## src/rtl/sym_fir_mac.sv

```systemverilog
// Symmetric FIR engine: snapshots the tap line, pre-adds mirrored taps
// and accumulates one output over TAPS/2 cycles on a shared multiplier.
module sym_fir_mac #(
  parameter int DW   = 8,
  parameter int CW   = 8,
  parameter int TAPS = 8,
  parameter int OW   = DW + CW + 1 + $clog2(TAPS / 2)
) (
  input  logic                        clk,
  input  logic                        rst,
  input  logic [TAPS*DW-1:0]          taps_flat,
  input  logic                        tap_valid,
  input  logic [(TAPS/2)*CW-1:0]      coef_flat,
  output logic signed [OW-1:0]        y,
  output logic                        y_valid,
  output logic                        busy,
  output logic                        overrun
);

  localparam int HALF = TAPS / 2;
  localparam int KW   = (HALF > 1) ? $clog2(HALF) : 1;
  localparam int PW   = DW + CW + 1;

  generate
    if ((TAPS % 2) != 0 || TAPS < 2) begin : g_bad_taps
      $error("sym_fir_mac: TAPS must be even and >= 2");
    end
  endgenerate

  typedef enum logic {
    IDLE,
    MAC
  } state_t;

  state_t                 state;
  logic [KW-1:0]          k;
  logic signed [OW-1:0]   acc;
  logic signed [DW-1:0]   snap [TAPS];

  logic signed [DW-1:0]   tap_a;
  logic signed [DW-1:0]   tap_b;
  logic signed [CW-1:0]   coef_k;
  logic signed [DW:0]     pre;
  logic signed [PW-1:0]   prod;
  logic signed [OW-1:0]   sum;
  logic                   last;

  // Mirrored pair and coefficient for the current step
  always_comb begin
    tap_a  = '0;
    tap_b  = '0;
    coef_k = '0;
    for (int i = 0; i < HALF; i++) begin
      if (k == KW'(i)) begin
        tap_a  = snap[i];
        tap_b  = snap[TAPS-1-i];
        coef_k = coef_flat[i*CW +: CW];
      end
    end
  end

  always_comb begin
    pre  = {tap_a[DW-1], tap_a} + {tap_b[DW-1], tap_b};
    prod = pre * coef_k;
    sum  = acc + OW'(prod);
    last = (k == KW'(HALF - 1));
  end

  assign busy = (state == MAC);

  always_ff @(posedge clk or posedge rst) begin
    if (rst) begin
      state   <= IDLE;
      k       <= '0;
      acc     <= '0;
      y       <= '0;
      y_valid <= 1'b0;
      overrun <= 1'b0;
      for (int i = 0; i < TAPS; i++) begin
        snap[i] <= '0;
      end
    end else begin
      y_valid <= 1'b0;
      if (tap_valid && state == MAC) begin
        overrun <= 1'b1;
      end
      unique case (state)
        IDLE: begin
          if (tap_valid) begin
            for (int i = 0; i < TAPS; i++) begin
              snap[i] <= taps_flat[i*DW +: DW];
            end
            acc   <= '0;
            k     <= '0;
            state <= MAC;
          end
        end
        MAC: begin
          if (last) begin
            y       <= sum;
            y_valid <= 1'b1;
            acc     <= '0;
            k       <= '0;
            state   <= IDLE;
          end else begin
            acc <= sum;
            k   <= k + KW'(1);
          end
        end
        default: state <= IDLE;
      endcase
    end
  end

endmodule

```

## config.mk

```make
export PLATFORM = sky130hd
export DESIGN_NAME = sym_fir_mac
export DESIGN_NICKNAME = d
export VERILOG_FILES = /design/src/rtl/sym_fir_mac.sv
export SDC_FILE = /design/constraint.sdc
export NUM_CORES = 1
export LEC_CHECK = 0
export CELL_PAD_IN_SITES_DETAIL_PLACEMENT = 1
export CELL_PAD_IN_SITES_GLOBAL_PLACEMENT = 1
export CORE_MARGIN = 10
export CORE_UTILIZATION = 40
export DETAILED_ROUTE_END_ITERATION = 10
export PLACE_DENSITY_LB_ADDON = 0.08
export SLEW_MARGIN = 20
export SYNTH_ARGS = -nofsm -noshare
export SYNTH_HDL_FRONTEND = slang
export SYNTH_SLANG_ARGS = --single-unit
```

## constraint.sdc

```tcl
create_clock -name clk -period 7.8 [get_ports clk]
set_clock_uncertainty 0.05 [all_clocks]
set_input_delay 1.17 -clock clk [delete_from_list [all_inputs] [get_ports clk]]
set_output_delay 1.17 -clock clk [all_outputs]
set_load 0.02 [all_outputs]
```

**Word level (Yosys, flattened, before mapping)**

Cells that the tools add are included.
W data, S select, Z words.

- Input bits: 99
- Register bits after elaboration: 107

- Reduce and logical (&&, ||, !) cells: 4
- Mux-type cells: 23
- Add/subtract/negate cells: 3
- Bitwise gates (word level): 1
- Eq/ne operators: 4
- Multipliers: 1

Operator list:

| kind | count |
|---|---|
| $mux W8 | 12 |
| $mux W19 | 2 |
| $pmux W19 S2 | 1 |
| $add A19 B17 Y19 | 1 |
| $mul A9 B8 Y17 | 1 |
| $add A8 B8 Y9 | 1 |
| $eq A2 B2 Y1 const B | 2 |
| $mux W1 | 4 |
| $mux W2 | 2 |
| $pmux W2 S2 | 1 |
| $reduce_and A2 Y1 | 2 |
| $add A2 B1 Y2 const B | 1 |
| $eq A2 B1 Y1 const B | 1 |
| $logic_not A2 Y1 | 1 |
| $ne A2 B2 Y1 const B | 1 |
| $pmux W1 S2 | 1 |
| $logic_and A1 B1 Y1 | 1 |
| $not A1 Y1 | 1 |

**Logic depth before layout (Yosys ltp)**

- Depth after elaboration: 10
- Gate-level depth with buffers: 36
- Gate-level depth less buffers: 34

**Worst setup path before layout**

No wires, ideal clock.

- Path type: register to register
- Start: reg k[1]
- End: reg y[18]
- Path slack: 243 ps
- Clock period less this slack: 7557 ps
- Setup time: 125 ps
- Buffers on the path: 4
- Data arrival time: 7383 ps
- Cell stages (with the launch flop): 35
- Path through: dfrtp_1 -> inv_1 -> ha_1 -> buf_2 -> buf_2 -> clkbuf_1 -> nor2_1 -> a21oi_1 -> nor2_1 -> a21oi_1 -> o21ai_0 -> ha_1 -> inv_1 -> fa_1 -> nor2b_1 -> o21ai_1 -> a21boi_1 -> o21a_1 -> o41ai_2 -> buf_4 -> and2_1 -> fa_1 -> fa_1 -> inv_1 -> fa_1 -> inv_1 -> fa_1 -> ha_1 -> ha_1 -> a211oi_1 -> nor2_1 -> o31a_1 -> a211oi_2 -> xnor2_1 -> mux2_2

- Cells in the longest elaborated chain, start to end: 8
- Elaborated cells on any way between the ends: 20

Ends and longest elaborated chain:

| what | line | source |
|---|---|---|
| start, declared | 36 | `logic [KW-1:0] k;` |
| start signal, assigned | 107 | `k <= k + KW'(1);` |
| $logic_not A2 Y1 | 54 | `if (k == KW'(i)) begin` |
| $mux W8 (4 in a row) | 54 |  |
| $add A8 B8 Y9 | 63 | `pre = {tap_a[DW-1], tap_a} + {tap_b[DW-1], tap_b};` |
| $mul A9 B8 Y17 | 64 | `prod = pre * coef_k;` |
| $add A19 B17 Y19 | 65 | `sum = acc + OW'(prod);` |
| end signal, assigned | 100 | `y <= sum;` |
| end, declared | 14 | `output logic signed [OW-1:0] y,` |

Parallel ways exist; a longest one is shown, timed or not.
A chain may end at the register's enable or synchronous reset.

**Final worst setup path**

- Start: reg k[1]
- End: reg y[16]

Same word-level chain as after synthesis.

==> impl_metrics.sql <==
INSERT INTO impl_metrics (metric_group, metric, value, unit) VALUES
('worst_setup_path', 'timing.critical_path.slowest_cell_delay', '0.55', 'ns'),
('run', 'cap_violations', '0', ''),
('hold_path', 'worstHoldStart', 'overrun$_DFFE_PP0P_', ''),
('hold_path', 'worstHoldPathType', 'flop to flop', ''),
('clocking', 'post_cts_hold_buffer_count', '0', ''),
('clocking', 'cts_h_tree_depth', '3', ''),
('worst_setup_path', 'crit_path_start', 'k[1]$_DFFE_PP0P_', ''),
('layout', 'area_growth', '24.29', '%'),
('routing', 'avgViaCountPerCell', '5.182', ''),
('sta', 'post-route-min-period', '7.555', 'ns'),
('layout', 'diode_count', '0', ''),
('clocking', 'cts-root-buf', 'sky130_fd_sc_hd__clkbuf_16', ''),
('global_routing', 'grt_util_met1', '0.2246', ''),
('global_routing', 'pin_count_of_the_biggest_net_entering_global_routing', '69', ''),
('global_routing', 'met2_usage', '0.3143', ''),
('floorplanning', 'die_h', '167.5', 'um'),
('synthesis', 'flip_flop_and_latch_count_after_synthesis', '107', ''),
('layout', 'post_route_cells_drive_above_1_share', '0.1682', ''),
('worst_setup_path', 'worstSetupEndpointType', 'flop', ''),
('synthesis', 'seq_area_frac_synth', '0.3077', ''),
('routing', 'drtIter0Drc', '217', ''),
('synthesis', 'syn_area_per_cell', '10.33', 'um2'),
('sta', 'count_of_final_hold_check_violations', '0', ''),
('global_routing', 'grt_pass1_wl', '41210', 'um'),
('sta', 'timing.final.setup_violations', '0', ''),
('worst_setup_path', 'criticalPathCategory', 'flop to flop', ''),
('sta', 'setup_total_negative_slack', '0', 'ns'),
('worst_setup_path', 'critPathMaxFanout', '6', ''),
('placed_design', 'placed_cell_count', '1230', ''),
('floorplanning', 'floorplan.initialDensity', '0.4100', ''),
('worst_setup_path', 'worst_ep_arrival_time', '7.76', 'ns'),
('synthesis', 'yosys.cell_types.count', '52', ''),
('global_routing', 'grt_pass1_vias', '7596', ''),
('layout', 'num-fill-cells', '2337', ''),
('layout', 'fin_nets', '1219', ''),
('synthesis', 'ys.flop_type', 'sky130_fd_sc_hd__dfrtp_1', ''),
('synthesis', 'netlist_instances', '842', ''),
('routing', 'drcViolationCount', '0', ''),
('sta', 'timing.slew.headroom', '0.4225', ''),
('synthesis', 'ys_warn_count', '0', ''),
('worst_setup_path', 'setup.reg_to_reg.worst_slack', '0.25', 'ns'),
('placed_design', 'place_congestion', '0.8576', ''),
('global_routing', 'grt_use_total', '0.1810', ''),
('global_routing', 'grt_antenna_before_repair', '0', ''),
('placed_design', 'dp_hpwl', '19860', 'um'),
('sta', 'finalMaxSlewViolations', '0', ''),
('routing', 'routed_wirelength', '25330', 'um'),
('synthesis', 'synth-edff-count', '0', ''),
('sta', 'post-route-period-util', '0.9685', ''),
('worst_setup_path', 'worst-endpoint-required', '8.01', 'ns'),
('floorplanning', 'num_rows', '53', ''),
('routing', 'final_antenna_net_count', '0', ''),
('routing', 'total_via_count_after_detailed_routing', '6508', ''),
('synthesis', 'ys_async_sr_fraction', '1.000', ''),
('clocking', 'clk_latency_worst_skew_pair', '0.38', 'ns'),
('worst_setup_path', 'crit_path_slowest_cell', 'sky130_fd_sc_hd__fa_1', ''),
('placed_design', 'placedInstanceArea', '10310', 'um2'),
('worst_setup_path', 'worstSetupStartpointType', 'flop', ''),
('floorplanning', 'die_w', '167.5', 'um'),
('outcome', 'outcome', 'complete, no violations', ''),
('routing', 'dr.pass1.iters', '4', ''),
('clocking', 'cts-buffers-inserted', '9', ''),
('layout', 'layoutNonFillerInstCount', '1256', ''),
('global_routing', 'grt-ovfl-total', '0', ''),
('floorplanning', 'die_area', '28050', 'um2'),
('floorplanning', 'core_region_area', '21220', 'um2'),
('clocking', 'tritoncts', 'done', ''),
('placed_design', 'io_buffer_count', '120', ''),
('routing', 'drt-wirelength-per-cell', '20.17', 'um'),
('floorplanning', 'ios', '121', ''),
('layout', 'final_cell_area', '10810', 'um2'),
('synthesis', 'nets_in_the_synthesized_netlist', '1085', ''),
('synthesis', 'syn_area', '8701', 'um2'),
('clocking', 'cts-root-to-sink-buffers', '2', ''),
('global_routing', 'met3_usage', '0.03464', ''),
('worst_setup_path', 'crit-reg2reg-launch', 'k[1]$_DFFE_PP0P_', ''),
('clocking', 'clock_sink_count', '107', ''),
('global_routing', 'grt.busiest_layer', 'met2', ''),
('sta', 'worst-slew-pin-transition', '0.8663', 'ns'),
('clocking', 'cts.reportedPaths.clkPinSlew', '0.08', 'ns'),
('sta', 'setup_ws', '0.2454', 'ns'),
('sta', 'timing.fmax', '0.1324', 'GHz'),
('placed_design', 'dpl_worst_slack', '-0.03846', 'ns');
flip-flops by register name, summed over array words and instances (netlist names):
name	flops
snap	64
acc	19
k	2
y	19
busy	1
overrun	1
y_valid	1
worst max-delay path, delay by kind of cell, from the launching register on:
kind	cells	cell delay (ns)
AO/OA/AOI/OAI	10	1.54
XOR/XNOR	1	0.14
adder cells (fa/ha/maj)	9	3.68
buffers and inverters	6	0.47
flip-flops	1	0.40
multiplexers	1	0.27
AND/OR/NAND/NOR	6	0.89
placed cells by master (no fill, tap or decap), types with 9 or more instances in the layout:
master and count:
sky130_fd_sc_hd__clkdlybuf4s50_1 120, sky130_fd_sc_hd__a21o_1 12, sky130_fd_sc_hd__nand2_1 64, sky130_fd_sc_hd__clkbuf_16 9, sky130_fd_sc_hd__a22o_1 12, sky130_fd_sc_hd__nand2b_1 22
sky130_fd_sc_hd__nor2_1 66, sky130_fd_sc_hd__nor2b_1 11, sky130_fd_sc_hd__ha_1 51, sky130_fd_sc_hd__xnor2_1 19, sky130_fd_sc_hd__fa_1 85, sky130_fd_sc_hd__dfrtp_1 106
sky130_fd_sc_hd__a21oi_1 59, sky130_fd_sc_hd__mux2_2 76, sky130_fd_sc_hd__nor3_1 10, sky130_fd_sc_hd__inv_1 99, sky130_fd_sc_hd__o21ai_0 29, sky130_fd_sc_hd__nand3b_1 10
sky130_fd_sc_hd__buf_4 32
timing repair:
| item | 4_1_cts | 5_1_grt |
|---|---|---|
| pin swaps | 3 | 15 |
| buffers inserted | 1 | 9 |
| endpoints found under the setup margin | 9 | 22 |
| gates resized for setup | 3 | 25 |
synthesized netlist by cell type, types with 3 or more instances:
library cell / count / area share
sky130_fd_sc_hd__fa_1: 88 / 0.20
sky130_fd_sc_hd__o21ai_1: 3 / 0.0017
sky130_fd_sc_hd__nor3_1: 11 / 0.0063
sky130_fd_sc_hd__xor2_1: 5 / 0.0050
sky130_fd_sc_hd__mux2_2: 76 / 0.098
sky130_fd_sc_hd__buf_1: 4 / 0.0017
sky130_fd_sc_hd__buf_2: 10 / 0.0058
sky130_fd_sc_hd__o21ai_0: 32 / 0.018
sky130_fd_sc_hd__a22o_1: 13 / 0.013
sky130_fd_sc_hd__nor2b_1: 12 / 0.0086
sky130_fd_sc_hd__and2_1: 3 / 0.0022
sky130_fd_sc_hd__xnor2_1: 19 / 0.019
sky130_fd_sc_hd__clkbuf_1: 17 / 0.0073
sky130_fd_sc_hd__or2_2: 5 / 0.0036
sky130_fd_sc_hd__a21oi_2: 4 / 0.0040
sky130_fd_sc_hd__a21o_1: 12 / 0.010
sky130_fd_sc_hd__dfrtp_1: 107 / 0.31
sky130_fd_sc_hd__a21oi_1: 59 / 0.034
sky130_fd_sc_hd__nor2_1: 67 / 0.029
sky130_fd_sc_hd__mux2i_1: 5 / 0.0058
sky130_fd_sc_hd__nand2b_1: 22 / 0.016
sky130_fd_sc_hd__nand3b_1: 10 / 0.0086
sky130_fd_sc_hd__o21a_1: 6 / 0.0052
sky130_fd_sc_hd__nand2_1: 64 / 0.028
sky130_fd_sc_hd__ha_1: 56 / 0.081
sky130_fd_sc_hd__inv_1: 102 / 0.044
cell type report:
type                       instances  area, um2  share of cell area
tap                              275      344.1             0.03182
clock inverter                     7      86.33            0.007983
clock buffer                       9      225.2             0.02083
sequential                       107       2679              0.2477
timing repair buffer             155       1475              0.1364
multi-input combinational        600       5615              0.5193
inverter                         103      389.1             0.03598
cells by family (layout without fill, tap and decap cells):
group                    Yosys count  after routing  share of synthesized area
AO/OA/AOI/OAI                    150            150                     0.1129
XOR/XNOR                          24             24                    0.02416
adder cells (fa/ha/maj)          144            144                     0.2830
buffers and inverters            135            274                    0.06011
flip-flops                       107            107                     0.3077
multiplexers                      82             82                     0.1058
AND/OR/NAND/NOR                  200            200                     0.1063
final timing paths:
check                                            to  cells past startpoint
worst max-delay path              y[16]$_DFFE_PP0P_                     33
worst min register to register  overrun$_DFFE_PP0P_                      1
worst max register to register    y[16]$_DFFE_PP0P_                     33
worst min-delay path            overrun$_DFFE_PP0P_                      1
max in group asynchronous          k[0]$_DFFE_PP0P_                      3
min in group asynchronous         y_valid$_DFF_PP0_                      2
routing by layer:
layer | share of wire | vias to the layer above | wire length, um
met3 | 0.042 | 21 | 1062
met2 | 0.50 | 117 | 12720
met5 | 0 | - | 0
li1 | - | 3036 | -
met1 | 0.44 | 3334 | 11190
met4 | 0.014 | 0 | 353
through the flow:
stage / hold slack (ns) / utilization
2_1_floorplan: 0.3998 / -
3_3_place_gp: 0.4196 / 0.4861
3_5_place_dp: 0.4116 / 0.4861
4_1_cts: 0.4420 / 0.5022
5_1_grt: 0.4484 / 0.5096
6_report: 0.4315 / 0.5096
Power is not shown: default switching activity piles up to over one toggle a cycle in this logic, so the estimate is an artifact.
